$ cat src/rtl/edp_mdstep_ctl.sv
// edp_mdstep_ctl: multiply/divide step sequencer that drives EDP AD select and register strobes.
// Define EDP_MDSTEP_DIV_EN to build the non-restoring divide path; without it a DIV request is rejected on err.
module edp_mdstep_ctl #(
   parameter int STEPS = 36
) (
   input  logic       clk,
   input  logic       rst_n,
   input  logic       start,
   input  logic       op,
   input  logic       abort,
   input  logic       mq35,
   input  logic       ad_neg,
   output logic       busy,
   output logic       done,
   output logic       err,
   output logic [1:0] ad_fn,
   output logic       br_load,
   output logic       ar_clr,
   output logic       ar_load,
   output logic       arx_load,
   output logic       mq_shift,
   output logic [5:0] step
);

   generate
      if (STEPS < 2 || STEPS > 63) begin : g_bad_steps
         $error("edp_mdstep_ctl: STEPS=%0d is outside 2..63", STEPS);
      end
   endgenerate

   localparam logic [5:0] LAST_STEP = 6'(STEPS - 1);

`ifdef EDP_MDSTEP_DIV_EN
   typedef enum logic [2:0] {S_IDLE, S_LOAD, S_STEP, S_FIXUP, S_DONE} state_t;
`else
   typedef enum logic [2:0] {S_IDLE, S_LOAD, S_STEP, S_DONE} state_t;
`endif

   state_t     state;
   state_t     state_nxt;
   logic [5:0] step_q;
   logic [1:0] step_fn;
   logic       accept;

`ifdef EDP_MDSTEP_DIV_EN
   logic op_q;
   logic neg_q;

   assign accept = start;
   assign err    = 1'b0;

   always_ff @(posedge clk or negedge rst_n) begin
      if (!rst_n) begin
         op_q  <= 1'b0;
         neg_q <= 1'b0;
      end else begin
         if (state == S_IDLE && start) op_q <= op;
         if (state == S_STEP) neg_q <= ad_neg;
      end
   end

   // Non-restoring divide: subtract unless the previous partial remainder went negative.
   always_comb begin
      if (!op_q)
         step_fn = {1'b0, mq35};
      else if (step_q == 6'd0 || !neg_q)
         step_fn = 2'd2;
      else
         step_fn = 2'd1;
   end
`else
   logic err_q;
   logic unused_ad_neg;

   // AD sign only matters to the divide path, which is not built here.
   assign unused_ad_neg = ad_neg;
   assign accept        = start & ~op;
   assign step_fn       = {1'b0, mq35};
   assign err           = err_q;

   always_ff @(posedge clk or negedge rst_n) begin
      if (!rst_n) err_q <= 1'b0;
      else        err_q <= (state == S_IDLE) && start && op;
   end
`endif

   always_ff @(posedge clk or negedge rst_n) begin
      if (!rst_n) state <= S_IDLE;
      else        state <= state_nxt;
   end

   // Cleared while idle so LOAD and the first STEP both present index 0.
   always_ff @(posedge clk or negedge rst_n) begin
      if (!rst_n)                step_q <= 6'd0;
      else if (state == S_STEP)  step_q <= step_q + 6'd1;
      else if (state == S_IDLE)  step_q <= 6'd0;
   end

   always_comb begin
      state_nxt = state;
      ad_fn     = 2'd0;
      br_load   = 1'b0;
      ar_clr    = 1'b0;
      ar_load   = 1'b0;
      arx_load  = 1'b0;
      mq_shift  = 1'b0;
      case (state)
         S_IDLE: begin
            if (accept) state_nxt = S_LOAD;
         end
         S_LOAD: begin
            br_load   = 1'b1;
            ar_clr    = 1'b1;
            state_nxt = S_STEP;
         end
         S_STEP: begin
            ar_load  = 1'b1;
            arx_load = 1'b1;
            mq_shift = 1'b1;
            ad_fn    = step_fn;
            if (step_q == LAST_STEP) begin
`ifdef EDP_MDSTEP_DIV_EN
               state_nxt = (op_q && ad_neg) ? S_FIXUP : S_DONE;
`else
               state_nxt = S_DONE;
`endif
            end
         end
`ifdef EDP_MDSTEP_DIV_EN
         S_FIXUP: begin
            ad_fn     = 2'd1;
            ar_load   = 1'b1;
            state_nxt = S_DONE;
         end
`endif
         S_DONE: begin
            state_nxt = S_IDLE;
         end
         default: begin
            state_nxt = S_IDLE;
         end
      endcase
      // Abort releases the EDP within the same cycle; IDLE and DONE are not abortable.
      if (abort && state != S_IDLE && state != S_DONE) begin
         ad_fn     = 2'd0;
         br_load   = 1'b0;
         ar_clr    = 1'b0;
         ar_load   = 1'b0;
         arx_load  = 1'b0;
         mq_shift  = 1'b0;
         state_nxt = S_IDLE;
      end
   end

   assign busy = (state != S_IDLE);
   assign done = (state == S_DONE);
   assign step = step_q;

endmodule

$ cat config.mk
export PLATFORM = sky130hd
export DESIGN_NAME = edp_mdstep_ctl
export DESIGN_NICKNAME = d
export VERILOG_FILES = /design/src/rtl/edp_mdstep_ctl.sv
export SDC_FILE = /design/constraint.sdc
export NUM_CORES = 1
export LEC_CHECK = 0
export BUFFER_PORTS_ARGS = -buffer_cell sky130_fd_sc_hd__buf_2
export CORE_UTILIZATION = 25
export DETAILED_ROUTE_END_ITERATION = 7
export PLACE_DENSITY = 0.45
export SLEW_MARGIN = 30
export SYNTH_ARGS = -nofsm -noshare
export SYNTH_HDL_FRONTEND = slang
export SYNTH_SLANG_ARGS = --single-unit
export TNS_END_PERCENT = 10
$ cat constraint.sdc
create_clock -name clk -period 1.6 [get_ports clk]
set_clock_uncertainty 0.15 [all_clocks]
set_input_delay 0.16 -clock clk [delete_from_list [all_inputs] [get_ports clk]]
set_output_delay 0.16 -clock clk [all_outputs]
set_load 0.005 [all_outputs]
After elaboration in Yosys (flattened, before gate mapping)
Index checks and enable logic that the tools add are counted.
{ "totals": {"input_bits": 7, "word_cells": 33, "regBits": 10, "output_inout_bits": 16} }
{ "op_classes": {"reduce_logical": 8, "n_eq_ne": 7, "n_mux": 12, "bitwise": 2, "add_sub_neg": 1} }
{ "op_table": {"columns": ["cell", "n"], "rows": [
  ["$mux W6", 2],
  ["$mux W3", 3],
  ["$pmux W3 S3", 1],
  ["$add A6 B1 Y6 const B", 1],
  ["$eq A3 B2 Y1 const B", 2],
  ["$eq A6 B6 Y1 const B", 1],
  ["$ne A3 B2 Y1 const B", 2],
  ["$mux W1", 5],
  ["$logic_and A1 B1 Y1", 4],
  ["$eq A3 B1 Y1 const B", 1],
  ["$logic_not A3 Y1", 1],
  ["$ne A3 B1 Y1 const B", 1],
  ["$reduce_bool A3 Y1", 1],
  ["$mux W2", 1],
  ["$reduce_and A2 Y1", 1],
  ["$reduce_bool A2 Y1", 1],
  ["$and A1 B1 Y1", 1],
  ["$not A1 Y1", 1]
]} }

Logic depth before layout (Yosys ltp)
{ "logic_depth": {"ltp_word": 5, "depth_mapped": 6, "depth_no_buf": 6} }

Worst setup path before layout
No wires, ideal clock.
{ "synth_path": {"path_type": "reg-to-output", "start": "reg state[0]", "end": "out arx_load", "arrival_ps": 1428, "path_stages_with_launch": 6, "slack_ps": -138, "t_required_ps": 1290, "path_buffers": 1, "cell_sequence": "dfrtp_1 inv_1 ha_1 or3b_4 and2_2 buf_4"} }
{ "synth_between": {"elab_chain_cells": 4, "elab_cells_between_ends": 7, "classes_between": "eq/ne: 2; mux: 2; reduce/logical: 3"} }
{ "synth_rtl": {"columns": ["item", "line", "text"], "rows": [
  ["from (decl)", "39", "state_t state;"],
  ["from (signal assigned)", "89", "else state <= state_nxt;"],
  ["$reduce_bool A3 Y1", "144", "if (abort && state != S_IDLE && state != S_DONE) begin"],
  ["$logic_and A1 B1 Y1 (2 in a row)", "144", null],
  ["$mux W1 (*)", null, null],
  ["to (decl)", "20", "output logic arx_load,"]
]} }
Mark *: on every way between the ends. The rest lies on a longest branch, timed or not.

Final worst setup path
{ "layout_path": {"start": "reg state[0]", "end": "out ad_fn[0]"} }
{ "layout_between": {"elab_chain_cells": 4, "elab_cells_between_ends": 7, "classes_between": "eq/ne: 2; mux: 2; reduce/logical: 3"} }
{ "layout_rtl": {"columns": ["item", "line", "text"], "rows": [
  ["$reduce_bool A3 Y1", "144", null],
  ["$logic_and A1 B1 Y1 (2 in a row)", "144", null],
  ["$mux W2 (*)", "144", null],
  ["to (decl)", "16", "output logic [1:0] ad_fn,"]
]} }
Marks and branches as above.

==> flow_metrics.tcl <==
set metrics [dict create \
    cap_violations 0 \
    pin_count 23 \
    cts_max_level 1 \
    wl_um 1180 \
    synth.avg_cell_area_um2 9.50 \
    syn_inst 59 \
    core_area_mm2 0.00204 \
    cp-startpoint "state[0]" \
    crit_required_ns 1.29 \
    layout.nets 102 \
    cp-endpoint "ad_fn[0]" \
    die_w_um 49.4 \
    cts.path.max_buffers 2 \
    critPathCaptureType "output port" \
    syn_nets 71 \
    grt_max_degree 10 \
    dieHeight_um 49.4 \
    gp_congestion 0.705 \
    critPathLaunchType "flip-flop" \
    critPathMaxFanout 4 \
    place_area_um2 737 \
    ys.flop_type "dfrtp_1" \
    finalCritPeriodShare 1.17 \
    r2r-end "state[1]" \
    antennaDiodeCount 0 \
    fin_ws_ns -0.265 \
    worstPathArrival_ns 1.56 \
    clkSlewWorstSetupHoldPaths_ns 0.06 \
    violations "negative setup slack" \
    netlist_top_cells_count "dfrtp_1 (9), nand2_1 (8), ha_1 (5), o21ai_0 (5)" \
    yosysWarnings 0 \
    yosys.area.top_type "dfrtp_1" \
    ys_seq_area_frac 0.402 \
    report.final.hold_viol_count 0 \
    drt_iter0_drc 5 \
    port_buffers 20 \
    grt_antenna_before_repair 0 \
    synth_area_um2 561 \
    fp-row-count 16 \
    drcViolationCount 0 \
    clk_latency_ns 0.26 \
    antenna_left 0 \
    dr.pass1.iters 3 \
    ff2ff_path_depth 6 \
    fmax_mhz 536 \
    power.total_uw 1280 \
    wl_per_cell_um 10.1 \
    reg2reg_from "state[0]" \
    ys_ff_latch 9 \
    slowest_delay_ns 0.41 \
    die_area_mm2 0.00244 \
    crit_type "reg2out" \
    vdd_drop_max_mv 0.652 \
    nFillCells 232 \
    via_per_inst 4.35 \
    outcome "complete, but fails checks" \
    initial_utilization 0.275 \
    grt_pass1_wl_um 1860 \
    p_leak_uw 0.000426 \
    grt.overflow.total 0 \
    cts_tree "built" \
    layout-drive-gt1-share 0.494 \
    hold_class "in2reg" \
    cts_root_buf "clkbuf_4" \
    rsz0062_at_grt "yes" \
    vias 505 \
    grt_pass1_vias 449 \
    area_growth_pct 46.9 \
    holdWs_ns 0.0329 \
    slowest_stage "or3b_4" \
    reg2reg_slack_ns -0.08 \
    cts.sinks 9 \
    synthTopCellsByArea "dfrtp_1 (40%), ha_1 (11%), buf_4 (5.4%)" \
    synth_cell_types 23 \
    power_density_mw_per_mm2 1560 \
    min_from "start" \
    setup_viol 7 \
    drv_slew 0 \
    synth_enable_flop_cells 0 \
    cts_made_buffers 3 \
    grt_util_all_layers 0.107 \
    synthArstFlopShare 1.00 \
    final_util 0.403 \
    yosysMostFrequentCell "dfrtp_1" \
    netlist.area_leader.share 0.402 \
    final_cell_area_um2 823 \
    post-route-min-period_ns 1.87 \
    crit_chain "ha_2 -> or3b_4 -> and3_4 -> buf_6" \
    dpl.hpwl_um 884 \
]
[metal layers]
metal	vias to the layer above	global-route usage	wire length, µm
li1	259	-	-
met1	229	0.117	551
met2	15	0.169	557
met3	2	0.0218	48
met4	0	0.103	19
met5	-	0	0
[worst min-delay path by stage]
stage,depth (start not counted),to,slack [ns]
CTS,2,err,0.03
detailed placement,1,step[3],-0.12
global route,2,err,0.03
floorplan,0,err,-0.29
finish,2,err,0.03
global placement,1,step[5],-0.13
[cell usage in the layout (no fill, tap or decap)]
master and instances:
a21oi_1 2, and2_4 2, and3_2 1, and3_4 1, buf_2 17, buf_4 10, buf_6 3, clkbuf_1 1
clkbuf_4 3, conb_1 1, dfrtp_1 9, dlygate4sd3_1 1, ha_1 2, ha_2 1, ha_4 2, inv_1 2
inv_2 2, mux2i_1 1, nand2_1 8, nand2b_1 3, nand3_1 2, nand4_1 2, o211ai_1 1, o21ai_0 5
o21ai_1 1, o22a_1 1, o31ai_1 1, o41ai_2 1, or2b_1 1, or3b_4 1, xor2_1 1
[worst max-delay path: cells and delay by family, from the launching register on]
family	cells	cell delay, ns
fa+ha+maj	1	0.20
buf+inv	1	0.11
flops	1	0.40
simple gates	2	0.59
[power by group]
group          switching, µW  internal (µW)  leakage [µW]  total [µW]
Clock                   77.7           96.0     0.0000150         174
Combinational            332            438      0.000290         771
Sequential              55.6            284      0.000121         339
Total                    466            818      0.000426        1280
[cells by family (layout without fill, tap and decap cells)]
logic type,after synthesis,in the layout,share of synthesized area
flip-flops,9,9,0.402
adder cells (fa/ha/maj),5,5,0.112
other,1,1,0.00669
AND/OR/NAND/NOR,21,21,0.214
XOR/XNOR,1,1,0.0156
AO/OA/AOI/OAI,12,12,0.143
buffers and inverters,9,39,0.0893
multiplexers,1,1,0.0179
[registers in the layout (all words and copies together) (netlist names)]
register,count
step,6
state,2
err,1
[area by class of cell]
type / instances / area, µm² / share of cell area
multi-input cells: 41 / 319 / 0.388
flip-flops and latches: 9 / 225 / 0.274
repair buffers: 31 / 204 / 0.248
well taps: 27 / 33.8 / 0.0410
clock buffers: 4 / 26.3 / 0.0319
inverters: 4 / 15.0 / 0.0182
[metrics by stage]
| step | setup TNS [ns] | std cells | setup WS (ns) |
|---|---|---|---|
| after floorplan | 0 | 59 | 0.00196 |
| after CTS | -1.71 | 115 | -0.285 |
| after global placement | -0.0431 | 109 | -0.0431 |
| final | -1.57 | 116 | -0.265 |
| after global routing | -2.04 | 116 | -0.328 |
| after detailed placement | -0.0698 | 109 | -0.0538 |
[repair_timing]
action                                 4_1_cts  5_1_grt
setup buffers                                1        1
endpoints found under the hold margin        9        0
cloned                                       0        0
setup endpoints to repair                    6       11
resized for setup                            4        2
pin swaps                                    4        2
hold buffers                                 1        0
(Power assumes the default switching activity.)
